## src/rtl/reg_write_arbiter_if.sv

```systemverilog
// Bus between the requesters and the write arbiter: per-requester
// request/data lines in, one-hot grant and the register write port out.
interface reg_write_arbiter_if #(
    parameter int WIDTH = 8,
    parameter int NREQ  = 4,
    parameter int IDW   = $clog2(NREQ)
) ();
    logic [NREQ-1:0]       req;
    logic [NREQ*WIDTH-1:0] req_data;
    logic [NREQ-1:0]       gnt;
    logic                  reg_enable;
    logic [WIDTH-1:0]      reg_data;
    logic                  busy;
    logic [IDW-1:0]        last_id;

    // Requester side: raises requests, watches grants and the write port
    modport master (
        output req, req_data,
        input  gnt, reg_enable, reg_data, busy, last_id
    );

    // Arbiter side
    modport slave (
        input  req, req_data,
        output gnt, reg_enable, reg_data, busy, last_id
    );
endinterface

```

## src/rtl/reg_write_arbiter.sv

```systemverilog
// Round-robin arbiter in front of a single register write port.
// IDLE picks the first requester at or above the rotating pointer and
// issues a one-cycle write; WRITE is a mandatory one-cycle gap, so the
// port carries at most one write every two cycles.
module reg_write_arbiter #(
    parameter int WIDTH = 8,
    parameter int NREQ  = 4,
    parameter int IDW   = $clog2(NREQ)
) (
    input  logic              clk,
    input  logic              rst_,
    reg_write_arbiter_if.slave bus
);

    typedef enum logic [0:0] {
        IDLE  = 1'b0,
        WRITE = 1'b1
    } state_t;

    state_t           state_r, state_nxt_s;
    logic [IDW-1:0]   ptr_r, ptr_nxt_s;
    logic [IDW-1:0]   last_id_r, last_id_nxt_s;
    logic [NREQ-1:0]  gnt_r, gnt_nxt_s;
    logic             en_r, en_nxt_s;
    logic [WIDTH-1:0] data_r, data_nxt_s;

    logic             found_s;
    logic [IDW-1:0]   win_s;
    logic [IDW-1:0]   idx_s;
    logic [WIDTH-1:0] win_data_s;

    // Round-robin search: first set request at or above ptr, wrapping at NREQ
    always_comb begin
        found_s = 1'b0;
        win_s   = '0;
        idx_s   = '0;
        for (int k = 0; k < NREQ; k++) begin
            idx_s = IDW'((int'(ptr_r) + k) % NREQ);
            if (!found_s && bus.req[idx_s]) begin
                found_s = 1'b1;
                win_s   = idx_s;
            end else begin
                found_s = found_s;
            end
        end
    end

    // Only the winner's data slice is looked at; other slices may be junk
    always_comb begin
        win_data_s = '0;
        for (int i = 0; i < NREQ; i++) begin
            if (win_s == IDW'(i)) begin
                win_data_s = bus.req_data[i*WIDTH +: WIDTH];
            end else begin
                win_data_s = win_data_s;
            end
        end
    end

    // Next state and next registered outputs; write port idles at zero
    always_comb begin
        state_nxt_s   = state_r;
        ptr_nxt_s     = ptr_r;
        last_id_nxt_s = last_id_r;
        gnt_nxt_s     = '0;
        en_nxt_s      = 1'b0;
        data_nxt_s    = '0;
        case (state_r)
            IDLE: begin
                if (found_s) begin
                    gnt_nxt_s     = NREQ'(1'b1) << win_s;
                    en_nxt_s      = 1'b1;
                    data_nxt_s    = win_data_s;
                    last_id_nxt_s = win_s;
                    // explicit wrap so non-power-of-2 NREQ stays in range
                    ptr_nxt_s     = (win_s == IDW'(NREQ - 1)) ? '0 : win_s + IDW'(1);
                    state_nxt_s   = WRITE;
                end else begin
                    state_nxt_s   = IDLE;
                end
            end
            WRITE: begin
                // requests are ignored here; a still-high req is a new one next IDLE
                state_nxt_s = IDLE;
            end
            default: begin
                state_nxt_s = IDLE;
            end
        endcase
    end

    // State and output registers; reset drops any grant in flight
    always_ff @(posedge clk) begin
        if (!rst_) begin
            state_r   <= IDLE;
            ptr_r     <= '0;
            last_id_r <= '0;
            gnt_r     <= '0;
            en_r      <= 1'b0;
            data_r    <= '0;
        end else begin
            state_r   <= state_nxt_s;
            ptr_r     <= ptr_nxt_s;
            last_id_r <= last_id_nxt_s;
            gnt_r     <= gnt_nxt_s;
            en_r      <= en_nxt_s;
            data_r    <= data_nxt_s;
        end
    end

    assign bus.gnt        = gnt_r;
    assign bus.reg_enable = en_r;
    assign bus.reg_data   = data_r;
    assign bus.last_id    = last_id_r;
    assign bus.busy       = (state_r == WRITE);

endmodule

```

## src/flat_wrapper.sv

```systemverilog
// flat-port wrapper written by rule: the top's interface ports become plain ports
module reg_write_arbiter_flat 
#(
    parameter int WIDTH = 8,
    parameter int NREQ  = 4,
    parameter int IDW   = $clog2(NREQ)
)
  (clk, rst_, bus_req, bus_req_data, bus_gnt, bus_reg_enable, bus_reg_data, bus_busy, bus_last_id);
  reg_write_arbiter_if #(.WIDTH(WIDTH), .NREQ(NREQ), .IDW(IDW)) bus_i ();
  input  logic clk;
  input  logic rst_;
  input wire logic [$bits(bus_i.req)-1:0] bus_req;
  input wire logic [$bits(bus_i.req_data)-1:0] bus_req_data;
  output wire logic [$bits(bus_i.gnt)-1:0] bus_gnt;
  output wire logic [$bits(bus_i.reg_enable)-1:0] bus_reg_enable;
  output wire logic [$bits(bus_i.reg_data)-1:0] bus_reg_data;
  output wire logic [$bits(bus_i.busy)-1:0] bus_busy;
  output wire logic [$bits(bus_i.last_id)-1:0] bus_last_id;
  assign bus_i.req = bus_req;
  assign bus_i.req_data = bus_req_data;
  assign bus_gnt = bus_i.gnt;
  assign bus_reg_enable = bus_i.reg_enable;
  assign bus_reg_data = bus_i.reg_data;
  assign bus_busy = bus_i.busy;
  assign bus_last_id = bus_i.last_id;
  reg_write_arbiter #(.WIDTH(WIDTH), .NREQ(NREQ), .IDW(IDW)) u_core (.clk(clk), .rst_(rst_), .bus(bus_i));
endmodule
```

## config.mk

```make
export PLATFORM = sky130hd
export DESIGN_NAME = reg_write_arbiter_flat
export DESIGN_NICKNAME = d
export VERILOG_FILES = /design/src/rtl/reg_write_arbiter_if.sv /design/src/rtl/reg_write_arbiter.sv /design/src/flat_wrapper.sv
export SDC_FILE = /design/constraint.sdc
export NUM_CORES = 1
export LEC_CHECK = 0
export CAP_MARGIN = 10
export CORE_MARGIN = 1
export CORE_UTILIZATION = 30
export CTS_CLUSTER_DIAMETER = 80
export CTS_CLUSTER_SIZE = 30
export DETAILED_ROUTE_END_ITERATION = 7
export HOLD_SLACK_MARGIN = 0.12
export PLACE_DENSITY = 0.64
export SLEW_MARGIN = 20
export SYNTH_ARGS = -nofsm -noshare
export SYNTH_HDL_FRONTEND = slang
export SYNTH_SLANG_ARGS = --single-unit
```

## constraint.sdc

```tcl
create_clock -name clk -period 3.25 [get_ports clk]
set_input_delay 0.65 -clock clk [delete_from_list [all_inputs] [get_ports clk]]
set_output_delay 0.65 -clock clk [all_outputs]
set_load 0.02 [all_outputs]
```

# After elaboration in Yosys (flattened, before gate mapping)
# Cells that the tools add are included.
# word_totals
ff_bits	18
out_inout_bits	16
# op_classes
addsub	4
order_cmp	4
eq_ne	3
n_shift	1
n_mux	23
bitwise_logic	3
n_reduce_logical	10
# ops
operator	count
$mux W8	4
$lt A2 B3 Y1 const B	4
$mux W2	5
$mux W1	9
$bmux W1 S2	4
$add A2 B1 Y2 const B	2
$add A2 B2 Y2 const B	2
$eq A2 B2 Y1 const B	2
$shl A1 B2 Y4 const A	1
$logic_and A1 B1 Y1	3
$logic_not A1 Y1	3
$not A1 Y1	3
$reduce_or A3 Y1	1
$eq A2 B1 Y1 const B	1
$logic_not A2 Y1	1
$pmux W1 S2	1
$reduce_and A2 Y1	1
$reduce_or A2 Y1	1

# Depth between registers and ports, before layout
# logic_depth
ltp_word	17
mapped_depth	10
depth_no_buf	9

# Worst setup path after synthesis
# No wires, ideal clock.
# synth_path
kind	input to register
from	input bus_req[2]
to	register u_core.data_r[0], in the netlist u_core.bus.reg_data[0]
arrival_ps	2337
required_time_ps	3180
slack_ps	843
stages	10
n_path_buf	1
cell_sequence	nor2b_1 a21oi_1 a21oi_1 nor2_1 ha_1 buf_2 nor2b_2 a221oi_1 a211o_1 a21oi_1
# synth_between
elab_chain_len	17
# synth_lines
item	line	text
start, declared	flat_wrapper.sv:12	input wire logic [$bits(bus_i.req)-1:0] bus_req;
$bmux W1 S2	reg_write_arbiter.sv:39	if (!found_s && bus.req[idx_s]) begin
$mux W1 (not written as such)	reg_write_arbiter.sv:39	
$mux W1	reg_write_arbiter.sv:39	
$logic_not A1 Y1	reg_write_arbiter.sv:39	
$logic_and A1 B1 Y1	reg_write_arbiter.sv:39	
$mux W1	reg_write_arbiter.sv:39	
$logic_not A1 Y1	reg_write_arbiter.sv:39	
$logic_and A1 B1 Y1	reg_write_arbiter.sv:39	
$mux W1	reg_write_arbiter.sv:39	
$logic_not A1 Y1	reg_write_arbiter.sv:39	
$logic_and A1 B1 Y1	reg_write_arbiter.sv:39	
$mux W2 (*)	reg_write_arbiter.sv:39	
net u_core.win_s[0]	reg_write_arbiter.sv:28	logic [IDW-1:0] win_s;
$logic_not A2 Y1	reg_write_arbiter.sv:52	if (win_s == IDW'(i)) begin
$mux W8 (3 in a row)	reg_write_arbiter.sv:52	
$mux W8 (*)	reg_write_arbiter.sv:52	
end signal, assigned	reg_write_arbiter.sv:107	data_r <= data_nxt_s;
end, declared	reg_write_arbiter.sv:25	logic [WIDTH-1:0] data_r, data_nxt_s;
# The timed path passes the listed nets; every way through them passes the cells marked *. The select of a mux whose other input is x is not followed.
# A chain may end at the register's enable or synchronous reset.

# Worst setup path after layout
# layout_path
from	input bus_req[1]
to	register u_core.data_r[0], in the netlist u_core.bus.reg_data[0]
# layout_between
elab_chain_len	17
# layout_lines
item	line
$bmux W1 S2	reg_write_arbiter.sv:39
$mux W1 (not written as such)	reg_write_arbiter.sv:39
$mux W1	reg_write_arbiter.sv:39
$logic_not A1 Y1	reg_write_arbiter.sv:39
$logic_and A1 B1 Y1	reg_write_arbiter.sv:39
$mux W1	reg_write_arbiter.sv:39
$logic_not A1 Y1	reg_write_arbiter.sv:39
$logic_and A1 B1 Y1	reg_write_arbiter.sv:39
$mux W1	reg_write_arbiter.sv:39
$logic_not A1 Y1	reg_write_arbiter.sv:39
$logic_and A1 B1 Y1	reg_write_arbiter.sv:39
$mux W2	reg_write_arbiter.sv:39
$logic_not A2 Y1	reg_write_arbiter.sv:52
$mux W8 (4 in a row)	reg_write_arbiter.sv:52
# Several ways; a longest one is shown, not always the timed one. The select of a mux whose other input is x is not followed.

==> metrics.csv <==
metric,value,unit
cts_tree,done,
root_buffer,clkbuf_4,
grt_pass1_vias,910,
clkLatencyLatePin,0.31,ns
drt_wl_total,2.43,mm
p_leak,0.592,nW
drtIter0Drc,15,
grt_use_met2,0.261,
die_y,57.3,µm
syn2layout_area_growth,63.8,%
cap_violations,0,
ys_seq_area_frac,0.372,
ctsResizeCount,0,
synthesis.area,916,µm²
io_buffers,53,
critPathArrivalTime,2.91,ns
drive_above_1_share,0.116,
core_area,0.00283,mm²
diodes,0,
synth_nets,144,
maxSlewViolCount,0,
grt_max_degree,17,
period_share,0.825,
hold_violations,0,
cts_setup_buffers,0,
rows,19,
final_area,0.00150,mm²
fin_nets,198,
violations,design-rule violations,
synth.area.top_cells,"dfxtp_1, a211o_1, a221oi_1",
setup_viol,0,
start_util,0.324,
place_congestion,0.841,
busiest_layer,met2,
critPathRequiredTime,3.48,ns
placed_area,0.00147,mm²
critPathKind,in -> reg,
yosysWarnings,0,
wl_per_cell,13.0,µm
r2r_setup_slack,1.05,ns
num_vias,940,
synth_cell_types,34,
fin_tns_setup,0,ns
gr-usage-met1,0.186,
ioPinCount,54,
crit_path_start_kind,input pin,
hold_class,reg -> reg,
htree_levels,1,
rsz0062_at_grt,no,
worst_pin_slew,0.573,ns
layout_common_cells,"clkdlybuf4s50_1, dfxtp_1, a21oi_1, nand2_1, inv_1",
dp_hpwl,1.90,mm
ys_ff_latch,17,
fin_ws,0.570,ns
drcViolationCount,3,
worst_slew_margin_rel,0.618,
die-area,0.00328,mm²
grt_overflow,0,
ir_drop,0.000195,V
avgSynthCellArea,8.98,µm²
dp.cells,182,
numClockSinks,17,
ant_nets,0,
cts_buffers,3,
grt_use_total,0.155,
ctsLongestPathBuffers,2,
power.density,471,mW/mm²
status,"finished, violations left",
clock-skew-final,0.00764,ns
worst-path-max-fanout,7,
preCtsSetupSlack,0.273,ns
instances_no_fill,186,
synth_cells,102,
clock.fmax,0.373,GHz
layout_commonest_cell,clkdlybuf4s50_1,
fin_util,0.530,
end_kind,register,
path_clk_slew,0.11,ns
filler_cell_count,262,
synth_top_cell_by_area,dfxtp_1,
yosys.area.top_type_share,0.372,
dr.pass1.iters,6,
grtUsageMet3,0.0204,
grt_first_pass_wirelength,3.91,mm
via_per_inst,5.05,
dieWidth,57.3,µm
cts_hold_buffers,0,
fin_crit,2.68,ns
antenna_found_initial,0,
-- cells by family (layout without fill, tap and decap cells) --
family          Yosys count  after routing  synth area share
buf+inv                  17             70            0.0806
fa+ha+maj                 4              4            0.0546
flops                    17             17             0.372
compound gates           37             37             0.337
mux                       1              1            0.0109
simple gates             26             26             0.145
-- worst paths after layout --
kind | cells after the start | to | from
worst max register to register | 7 | u_core.bus.reg_data[0] | u_core.ptr_r[1]
worst min register to register | 2 | u_core.bus.last_id[1] | u_core.bus.last_id[1]
worst min-delay path | 2 | u_core.bus.last_id[1] | u_core.bus.last_id[1]
worst max-delay path | 9 | u_core.bus.reg_data[0] | bus_req[1]
-- layer usage --
metal,share of wire,vias to the layer above
li1,-,469
met1,0.44,444
met2,0.49,22
met3,0.046,5
met4,0.025,0
met5,0,-
-- sequential cells by signal (all words and copies together) (netlist names) --
register and cells:
u_core.bus.reg_data 8, u_core.bus.gnt 4, u_core.bus.last_id 2, u_core.ptr_r 2, u_core.bus.busy 1
-- critical path, cell delays in order --
cell	delay [ns]
clkdlybuf4s50_1	0.53
nor2b_1	0.08
a21boi_4	0.14
o32ai_4	0.39
ha_1	0.23
nor2b_2	0.31
a221oi_1	0.13
a211o_1	0.30
a21oi_1	0.14
-- Yosys cell counts --
master	instances
nor3_1	1
buf_2	3
a211oi_2	1
a21oi_1	11
nor2b_2	1
inv_4	1
nor4_1	1
a21oi_4	1
buf_4	1
a21boi_4	1
a22oi_1	1
inv_2	1
o21ai_1	1
o32ai_1	1
o32ai_4	1
or2_2	1
mux2i_1	1
a221oi_1	7
a211o_1	7
nor4_2	1
inv_1	9
dfxtp_1	17
o211ai_1	1
clkbuf_1	2
nand2_1	11
nor2_2	1
nor2b_1	4
nand2_2	1
o22ai_1	1
o21ai_0	1
a211oi_1	1
a21o_2	1
ha_1	4
nor2_1	4
-- area by class of cell --
class                   count  area [µm²]  share of cell area
clock buffers               3        22.5              0.0150
well taps                  31        38.8              0.0259
repair buffers             55         546               0.364
flip-flops and latches     17         340               0.227
multi-input cells          68         502               0.334
clock inverters             1        7.51             0.00500
inverters                  11        43.8              0.0292
-- report_power, final --
group          internal [mW]  switching, mW  total, mW
Sequential             0.237         0.0164      0.254
Clock                 0.0470         0.0772      0.124
Combinational          0.170          0.158      0.328
Total                  0.454          0.252      0.706
-- metrics by stage --
| step | hold WS [ns] | power, mW |
|---|---|---|
| final | 0.495 | 0.706 |
| after global routing | 0.541 | 0.755 |
| after CTS | 0.497 | 0.712 |
| after detailed placement | 0.481 | 0.587 |
| after global placement | 0.467 | 0.581 |
| after floorplan | 0.485 | 0.455 |
(Power assumes the default switching activity.)
